**config.mk**
```make
export PLATFORM = sky130hd
export DESIGN_NAME = gb_router
export DESIGN_NICKNAME = d
export VERILOG_FILES = /design/src/rtl/gb_pkg.sv /design/src/rtl/gb_local_regs.sv /design/src/rtl/gb_router.sv
export SDC_FILE = /design/constraint.sdc
export NUM_CORES = 1
export LEC_CHECK = 0
export CORE_MARGIN = 4
export CORE_UTILIZATION = 57
export CTS_CLUSTER_SIZE = 40
export DETAILED_ROUTE_END_ITERATION = 16
export PLACE_DENSITY = 0.85
export SYNTH_ARGS = -nofsm -noshare
export SYNTH_HDL_FRONTEND = slang
export SYNTH_SLANG_ARGS = --single-unit
```
**constraint.sdc**
```tcl
create_clock -name gb_clk -period 9.2 [get_ports gb_clk]
set_input_delay 1.84 -clock gb_clk [delete_from_list [all_inputs] [get_ports gb_clk]]
set_output_delay 1.84 -clock gb_clk [all_outputs]
set_load 0.01 [all_outputs]
```
**src/rtl/gb_pkg.sv**
```systemverilog
// Shared definitions for the ghostbus router: FSM encoding, region decode, timeout fill.
package gb_pkg;

    typedef enum logic {
        ST_IDLE = 1'b0,
        ST_WAIT = 1'b1
    } gb_state_t;

    localparam logic [255:0] GB_TIMEOUT_DATA = '1;

    function automatic logic [31:0] region_of(
        input logic [63:0] addr,
        input int unsigned sub_aw
    );
        return 32'(addr >> sub_aw);
    endfunction

endpackage

```
**src/rtl/gb_local_regs.sv**
```systemverilog
// Local region of the ghostbus router: CSR bank, optional RAM window, registered read data.
module gb_local_regs
    import gb_pkg::*;
#(
    parameter int SUB_AW    = 10,
    parameter int DW        = 32,
    parameter int NREG      = 4,
    parameter int RAM_BASE  = 'h40,
    parameter int RAM_DEPTH = 8
) (
    input  logic               i_clk,
    input  logic               i_rst_n,
    input  logic [SUB_AW-1:0]  i_addr,
    input  logic               i_we,
    input  logic               i_re,
    input  logic [DW-1:0]      i_wdata,
    output logic [DW-1:0]      o_rdata,
    output logic [NREG*DW-1:0] o_csr_q,
    output logic [NREG-1:0]    o_csr_wstb
);

    logic [DW-1:0]   r_csr [NREG];
    logic [NREG-1:0] r_csr_wstb;
    logic [DW-1:0]   r_rdata;
    logic            w_csr_hit;
    logic            w_ram_hit;
    logic [DW-1:0]   w_ram_rdata;
    logic [DW-1:0]   w_rdata;

    assign w_csr_hit = 32'(i_addr) < 32'(NREG);

    always_ff @(posedge i_clk or negedge i_rst_n) begin
        if (!i_rst_n) begin
            r_csr_wstb <= '0;
            for (int i = 0; i < NREG; i++) begin
                r_csr[i] <= '0;
            end
        end else begin
            for (int i = 0; i < NREG; i++) begin
                r_csr_wstb[i] <= i_we && (32'(i_addr) == 32'(i));
                if (i_we && (32'(i_addr) == 32'(i))) begin
                    r_csr[i] <= i_wdata;
                end
            end
        end
    end

    for (genvar g = 0; g < NREG; g++) begin : g_csr_q
        assign o_csr_q[g*DW +: DW] = r_csr[g];
    end

    if (RAM_DEPTH > 0) begin : g_ram
        localparam int RB  = $clog2(RAM_DEPTH);
        localparam int RIW = (RB > 0) ? RB : 1;

        logic [DW-1:0]  r_ram [RAM_DEPTH];
        logic [RIW-1:0] w_idx;

        if ((RAM_BASE % RAM_DEPTH) != 0) begin : g_align_chk
            $error("gb_local_regs: RAM_BASE not aligned to RAM_DEPTH");
        end

        assign w_idx       = RIW'(32'(i_addr) % 32'(RAM_DEPTH));
        assign w_ram_hit   = (32'(i_addr) >> RB) == (32'(RAM_BASE) >> RB);
        assign w_ram_rdata = r_ram[w_idx];

        // RAM contents deliberately survive reset
        always_ff @(posedge i_clk) begin
            if (i_we && w_ram_hit && !w_csr_hit) begin
                r_ram[w_idx] <= i_wdata;
            end
        end
    end else begin : g_no_ram
        assign w_ram_hit   = 1'b0;
        assign w_ram_rdata = '0;
    end

    always_comb begin
        w_rdata = '0;
        if (w_csr_hit) begin
            for (int i = 0; i < NREG; i++) begin
                if (32'(i_addr) == 32'(i)) begin
                    w_rdata = r_csr[i];
                end
            end
        end else if (w_ram_hit) begin
            w_rdata = w_ram_rdata;
        end
    end

    always_ff @(posedge i_clk or negedge i_rst_n) begin
        if (!i_rst_n) begin
            r_rdata <= '0;
        end else if (i_re) begin
            r_rdata <= w_rdata;
        end
    end

    assign o_rdata    = r_rdata;
    assign o_csr_wstb = r_csr_wstb;

endmodule

```
**src/rtl/gb_router.sv**
```systemverilog
// Ghostbus address decoder/router: local CSR/RAM region plus NCH handshaked channels.
// Optional read timeout enabled by defining GHOSTBUS_TIMEOUT_EN.
module gb_router
    import gb_pkg::*;
#(
    parameter int AW        = 24,
    parameter int DW        = 32,
    parameter int NCH       = 2,
    parameter int SUB_AW    = 10,
    parameter int NREG      = 4,
    parameter int RAM_BASE  = 'h40,
    parameter int RAM_DEPTH = 8,
    parameter int TIMEOUT   = 255
) (
    input  logic               gb_clk,
    input  logic               gb_rst_n,
    input  logic [AW-1:0]      gb_addr,
    input  logic [DW-1:0]      gb_dout,
    input  logic               gb_we,
    input  logic               gb_re,
    output logic [DW-1:0]      gb_din,
    output logic               gb_rvalid,
    output logic               gb_busy,
    output logic               gb_err,
    output logic [NCH*AW-1:0]  sub_addr,
    output logic [DW-1:0]      sub_dout,
    output logic [NCH-1:0]     sub_we,
    output logic [NCH-1:0]     sub_re,
    input  logic [NCH*DW-1:0]  sub_din,
    input  logic [NCH-1:0]     sub_rvalid,
    output logic [NREG*DW-1:0] csr_q,
    output logic [NREG-1:0]    csr_wstb
);

    if (NCH < 1 || NCH > 15) begin : g_nch_chk
        $error("gb_router: NCH out of range");
    end
    if ((NCH + 1) > (1 << (AW - SUB_AW))) begin : g_map_chk
        $error("gb_router: not enough region bits for NCH");
    end
    if (TIMEOUT < 1) begin : g_tmo_chk
        $error("gb_router: TIMEOUT must be positive");
    end

    gb_state_t         r_state;
    gb_state_t         w_next;
    logic [31:0]       w_region;
    logic              w_local;
    logic              w_chan;
    logic              w_unmapped;
    logic              w_idle;
    logic              w_acc_we;
    logic              w_acc_re;
    logic [DW-1:0]     w_loc_rdata;
    logic              w_sel_rv;
    logic [DW-1:0]     w_sel_din;
    logic              w_tmo;

    logic [SUB_AW-1:0] r_rel_addr;
    logic [DW-1:0]     r_sub_dout;
    logic [NCH-1:0]    r_sub_we;
    logic [NCH-1:0]    r_sub_re;
    logic [3:0]        r_sel;
    logic [DW-1:0]     r_din;
    logic              r_sel_local;
    logic              r_rvalid;
    logic              r_err;

    assign w_region   = region_of(64'(gb_addr), SUB_AW);
    assign w_local    = w_region == 32'd0;
    assign w_chan     = (w_region >= 32'd1) && (w_region <= 32'(NCH));
    assign w_unmapped = !w_local && !w_chan;
    assign w_idle     = r_state == ST_IDLE;
    // Write wins over a simultaneous read; nothing is accepted while busy
    assign w_acc_we   = w_idle && gb_we;
    assign w_acc_re   = w_idle && gb_re && !gb_we;

    gb_local_regs #(
        .SUB_AW    (SUB_AW),
        .DW        (DW),
        .NREG      (NREG),
        .RAM_BASE  (RAM_BASE),
        .RAM_DEPTH (RAM_DEPTH)
    ) u_local (
        .i_clk      (gb_clk),
        .i_rst_n    (gb_rst_n),
        .i_addr     (gb_addr[SUB_AW-1:0]),
        .i_we       (w_acc_we && w_local),
        .i_re       (w_acc_re && w_local),
        .i_wdata    (gb_dout),
        .o_rdata    (w_loc_rdata),
        .o_csr_q    (csr_q),
        .o_csr_wstb (csr_wstb)
    );

    always_comb begin
        w_sel_rv  = 1'b0;
        w_sel_din = '0;
        for (int k = 0; k < NCH; k++) begin
            if (32'(r_sel) == 32'(k)) begin
                w_sel_rv  = sub_rvalid[k];
                w_sel_din = sub_din[k*DW +: DW];
            end
        end
    end

`ifdef GHOSTBUS_TIMEOUT_EN
    localparam int TW = $clog2(TIMEOUT + 1);

    logic [TW-1:0] r_tcnt;

    always_ff @(posedge gb_clk or negedge gb_rst_n) begin
        if (!gb_rst_n) begin
            r_tcnt <= '0;
        end else if (w_idle) begin
            r_tcnt <= '0;
        end else if (!w_tmo) begin
            r_tcnt <= r_tcnt + TW'(1);
        end
    end

    assign w_tmo = !w_idle && (r_tcnt == TW'(TIMEOUT));
`else
    assign w_tmo = 1'b0;
`endif

    always_ff @(posedge gb_clk or negedge gb_rst_n) begin
        if (!gb_rst_n) begin
            r_state <= ST_IDLE;
        end else begin
            r_state <= w_next;
        end
    end

    always_comb begin
        w_next = r_state;
        unique case (r_state)
            ST_IDLE: if (w_acc_re && w_chan) w_next = ST_WAIT;
            ST_WAIT: if (w_sel_rv || w_tmo) w_next = ST_IDLE;
        endcase
    end

    always_ff @(posedge gb_clk or negedge gb_rst_n) begin
        if (!gb_rst_n) begin
            r_rel_addr  <= '0;
            r_sub_dout  <= '0;
            r_sub_we    <= '0;
            r_sub_re    <= '0;
            r_sel       <= '0;
            r_din       <= '0;
            r_sel_local <= 1'b0;
            r_rvalid    <= 1'b0;
            r_err       <= 1'b0;
        end else begin
            r_rvalid <= 1'b0;
            r_err    <= 1'b0;
            for (int k = 0; k < NCH; k++) begin
                r_sub_we[k] <= w_acc_we && (w_region == 32'(k + 1));
                r_sub_re[k] <= w_acc_re && (w_region == 32'(k + 1));
            end
            if ((w_acc_we || w_acc_re) && w_chan) begin
                r_rel_addr <= gb_addr[SUB_AW-1:0];
            end
            if (w_acc_we && w_chan) begin
                r_sub_dout <= gb_dout;
            end
            if (w_acc_re && w_chan) begin
                r_sel <= 4'(w_region - 32'd1);
            end
            if (w_acc_re && w_local) begin
                r_rvalid    <= 1'b1;
                r_sel_local <= 1'b1;
            end
            if (w_acc_re && w_unmapped) begin
                r_rvalid    <= 1'b1;
                r_err       <= 1'b1;
                r_sel_local <= 1'b0;
                r_din       <= '0;
            end
            if (!w_idle) begin
                if (w_sel_rv) begin
                    r_rvalid    <= 1'b1;
                    r_sel_local <= 1'b0;
                    r_din       <= w_sel_din;
                end else if (w_tmo) begin
                    r_rvalid    <= 1'b1;
                    r_err       <= 1'b1;
                    r_sel_local <= 1'b0;
                    r_din       <= GB_TIMEOUT_DATA[DW-1:0];
                end
            end
        end
    end

    for (genvar g = 0; g < NCH; g++) begin : g_sub_addr
        assign sub_addr[g*AW +: AW] = AW'(r_rel_addr);
    end

    // Local read data stays in the local block and is held there
    assign gb_din    = r_sel_local ? w_loc_rdata : r_din;
    assign gb_rvalid = r_rvalid;
    assign gb_err    = r_err;
    assign gb_busy   = !w_idle;
    assign sub_dout  = r_sub_dout;
    assign sub_we    = r_sub_we;
    assign sub_re    = r_sub_re;

endmodule

```
==> results.py <==
metrics = {
    "run_status": {
        "status": "completed",
    },
    "routing": {
        "post_drt_wl_per_cell_um": 26.03,
        "wl_um": 58620,
        "dr.pass1.iters": 5,
        "detail_route.iter0.violations": 1063,
        "drc_errors": 0,
        "via_per_inst": 6.167,
        "route.vias.total": 13890,
        "drtAntennaViolNets": 0,
    },
    "grt": {
        "grt_max_degree": 137,
        "grt_pass1_wl_um": 89070,
        "gr-total-overflow": 0,
        "grt_pass1_vias": 14360,
        "groute.usage.overall": 0.2842,
        "antenna_found_initial": 4,
    },
    "timing": {
        "setup_violations": 0,
        "maxSlewViolCount": 0,
        "fin_crit_sh": 0.5329,
        "relSlewSlack": 0.1554,
        "rsz0062_at_grt": "no",
        "setup_tns_ps": 0,
        "fmax_mhz": 204.0,
        "fin_skew_ps": 19.55,
        "tightestPinTransition_ps": 1264,
        "finalHoldViolations": 0,
        "period_needed_ps": 4903,
    },
    "placement": {
        "place_congestion": 0.8891,
        "placedCellCount": 2155,
        "io_buffers": 348,
        "dp.final_hpwl_um": 37140,
    },
    "synth": {
        "yosys.cell_types.count": 55,
        "yosysWarnings": 0,
        "synth_xor_area_frac": 0.0008238,
        "synthMuxAreaShare": 0.1868,
        "synth-main-ff-cell": "edfxtp_1",
        "ys_async_sr_fraction": 0.4941,
        "synth_top_area_cell": "edfxtp_1",
        "yosysMostFrequentCell": "edfxtp_1",
        "synth_compound_area_frac": 0.08503,
        "yosys-top-cells-area": "edfxtp_1 36%, dfrtp_1 29%, mux2_2 11%",
        "synth_top_area_frac": 0.3615,
        "ys_seq_elements": 506,
        "synth_common_cells": "256 x edfxtp_1, 250 x dfrtp_1, 206 x mux2_2",
        "syn_area_per_cell_um2": 14.93,
        "ys_seq_area_frac": 0.6558,
        "synth_edf_count": 256,
        "yosys.area_share.simple": 0.03519,
        "synth_top_family_by_area": "multiplexers",
        "syn_area_um2": 21260,
        "yosys.area_share.adder": 0.001765,
        "netlist_instances": 1424,
    },
    "worst_setup_path": {
        "path_class": "primary input to flop",
        "slowest_stage": "nor3b_2",
        "path_max_fanout": 21,
        "cp-end-kind": "flop",
        "path_cells": "clkdlybuf4s50_1, nor4_1, and3_1, nand2_1, nor3b_2, buf_4",
        "rrSetupSlack_ps": 6020,
        "slowest_delay_ps": 940,
        "cp-start-kind": "primary input",
        "required_ps": 9450,
        "cp.arrival_ps": 5150,
    },
    "finish": {
        "fin_nets": 1869,
        "syn_to_final_growth_pct": 25.93,
        "nFillCells": 2254,
        "drive_above_1_share": 0.2065,
        "regArea_um2": 13940,
        "multi_input_area_um2": 6798,
        "layoutNonFillerInstCount": 2252,
    },
    "power": {
        "ir_worst_vdd_uv": 202.6,
        "power_switching_mw": 0.9989,
        "powerDensity_nw_per_um2": 177.8,
        "internal_power_mw": 3.761,
        "power_frac_comb": 0.047,
        "power.leakage_nw": 10.61,
        "clkPwrFrac": 0.452,
        "p_sw_frac": 0.2098,
        "seqPwrFrac": 0.501,
    },
    "hold_path": {
        "hold_class": "flop to flop",
    },
    "clock_network": {
        "root_buffer": "clkbuf_16",
        "cts_max_level": 2,
        "insertion_delay_ps": 590,
        "cts_max_path_buffers": 3,
        "holdBufCountCts": 0,
        "cts.reportedPaths.clkPinSlew_ps": 60,
        "cts_setup_buffers": 0,
        "cts_buffers": 51,
        "tritoncts": "built",
        "clock-sinks": 506,
        "cts.repair.resized": 0,
    },
    "floorplanning": {
        "core_area_um2": 36700,
        "rows": 70,
        "fp.dieW_um": 201.1,
        "initial_core_util": 0.5794,
        "die-height_um": 201.1,
        "num_io_pins": 377,
        "die-area_um2": 40460,
    },
    "run": {
        "cap_viol_max_count": 0,
    },
}
==> worst max-delay path: cells and delay by family <==
family        cells  cell delay [ps]
buf+inv           2              890
simple gates      4             2400
==> stage by stage <==
| step | instance area (µm²) | worst slack [ps] | power (mW) | hold slack (ps) | utilization |
|---|---|---|---|---|---|
| 2_1_floorplan | 21360 | 3471 | 2.526 | 458.6 | - |
| 3_3_place_gp | 25020 | 3812 | 2.647 | 474.3 | 0.6819 |
| 3_5_place_dp | 25020 | 3717 | 2.652 | 483.5 | 0.6819 |
| 4_1_cts | 26770 | 4322 | 4.787 | 498.9 | 0.7295 |
| 5_1_grt | 26780 | 4110 | 4.904 | 511.4 | 0.7297 |
| 6_report | 26780 | 4297 | 4.760 | 491.1 | 0.7297 |
==> flip-flops by register name (all words and copies together), names as in the netlist <==
register and count:
u_local.o_csr_q 128, u_local.g_ram.r_ram 256, r_rel_addr 10, sub_dout 32, r_sel_local 1, sub_we 2
gb_rvalid 1, u_local.o_rdata 32, u_local.o_csr_wstb 4, sub_re 2, gb_busy 1, r_din 32
r_sel 4, gb_err 1
==> cells in the final DEF, fill, tap and decap left out, drive strengths merged, types with 3 or more instances in the layout <==
cell type	instances
nor3	11
nand2	47
nand2b	16
or4	4
buf	25
o21ai	107
a22oi	37
clkinv	16
o22ai	39
clkinvlp	4
o22a	3
conb	28
nand3	6
clkbuf	68
a211oi	4
a221oi	15
o221ai	7
mux2i	86
a31oi	6
nor2b	3
o211ai	7
and3	9
dfrtp	250
a21oi	29
clkdlybuf4s50	344
inv	9
nor2	42
bufinv	8
a2bb2oi	15
ha	3
mux2	219
edfxtp	256
nor4	5
o21a	7
mux4	27
==> kinds of logic (layout without fill, tap and decap cells) <==
kind of cell	after synthesis	in the layout
muxes	332	332
DFF	506	506
AOI/OAI and AO/OA	285	285
other	1	30
xor gates and xnor gates	2	2
and+or+nand+nor	152	152
adders and majority gates	3	3
buffers and inverters	143	474
==> power by group through the flow <==
stage          logic, mW  clock network [mW]  registers (mW)
2_1_floorplan     0.0960                   0            2.43
6_report           0.225                2.15            2.38
3_3_place_gp       0.218                   0            2.43
5_1_grt            0.243                2.28            2.38
4_1_cts            0.225                2.18            2.38
3_5_place_dp       0.223                   0            2.43
==> per-layer routing <==
metal,GRT usage,vias up,wire (µm)
met5,0,-,10
met4,0.09464,2,1778
met3,0.07639,108,5680
met2,0.4524,765,28090
met1,0.3860,6983,23070
li1,-,6031,-
==> worst paths after layout <==
| kind | startpoint | end | cells after the start |
|---|---|---|---|
| max | gb_addr[7] | u_local.g_ram.r_ram[4][16]$_DFFE_PP_ | 6 |
| min | u_local.o_rdata[27]$_DFFE_PN0P_ | u_local.o_rdata[27]$_DFFE_PN0P_ | 1 |
| max reg2reg | gb_busy$_DFF_PN0_ | u_local.g_ram.r_ram[4][16]$_DFFE_PP_ | 5 |
| min reg2reg | u_local.o_rdata[27]$_DFFE_PN0P_ | u_local.o_rdata[27]$_DFFE_PN0P_ | 1 |
| max in group asynchronous | gb_rst_n | u_local.o_csr_q[39]$_DFFE_PN0P_ | 2 |
| min in group asynchronous | gb_rst_n | r_din[23]$_DFF_PN0_ | 1 |
==> final cells by class <==
cell class	count	share of cell area
Sequential cell	506	0.5207
Multi-Input combinational cell	802	0.2539
Timing Repair Buffer	370	0.1368
Clock buffer	67	0.05182
Tap cell	468	0.02187
Clock inverter	28	0.01350
Inverter	9	0.001262
Antenna cell	2	0.0001869
Note: power is estimated with default switching activity, not from simulation.
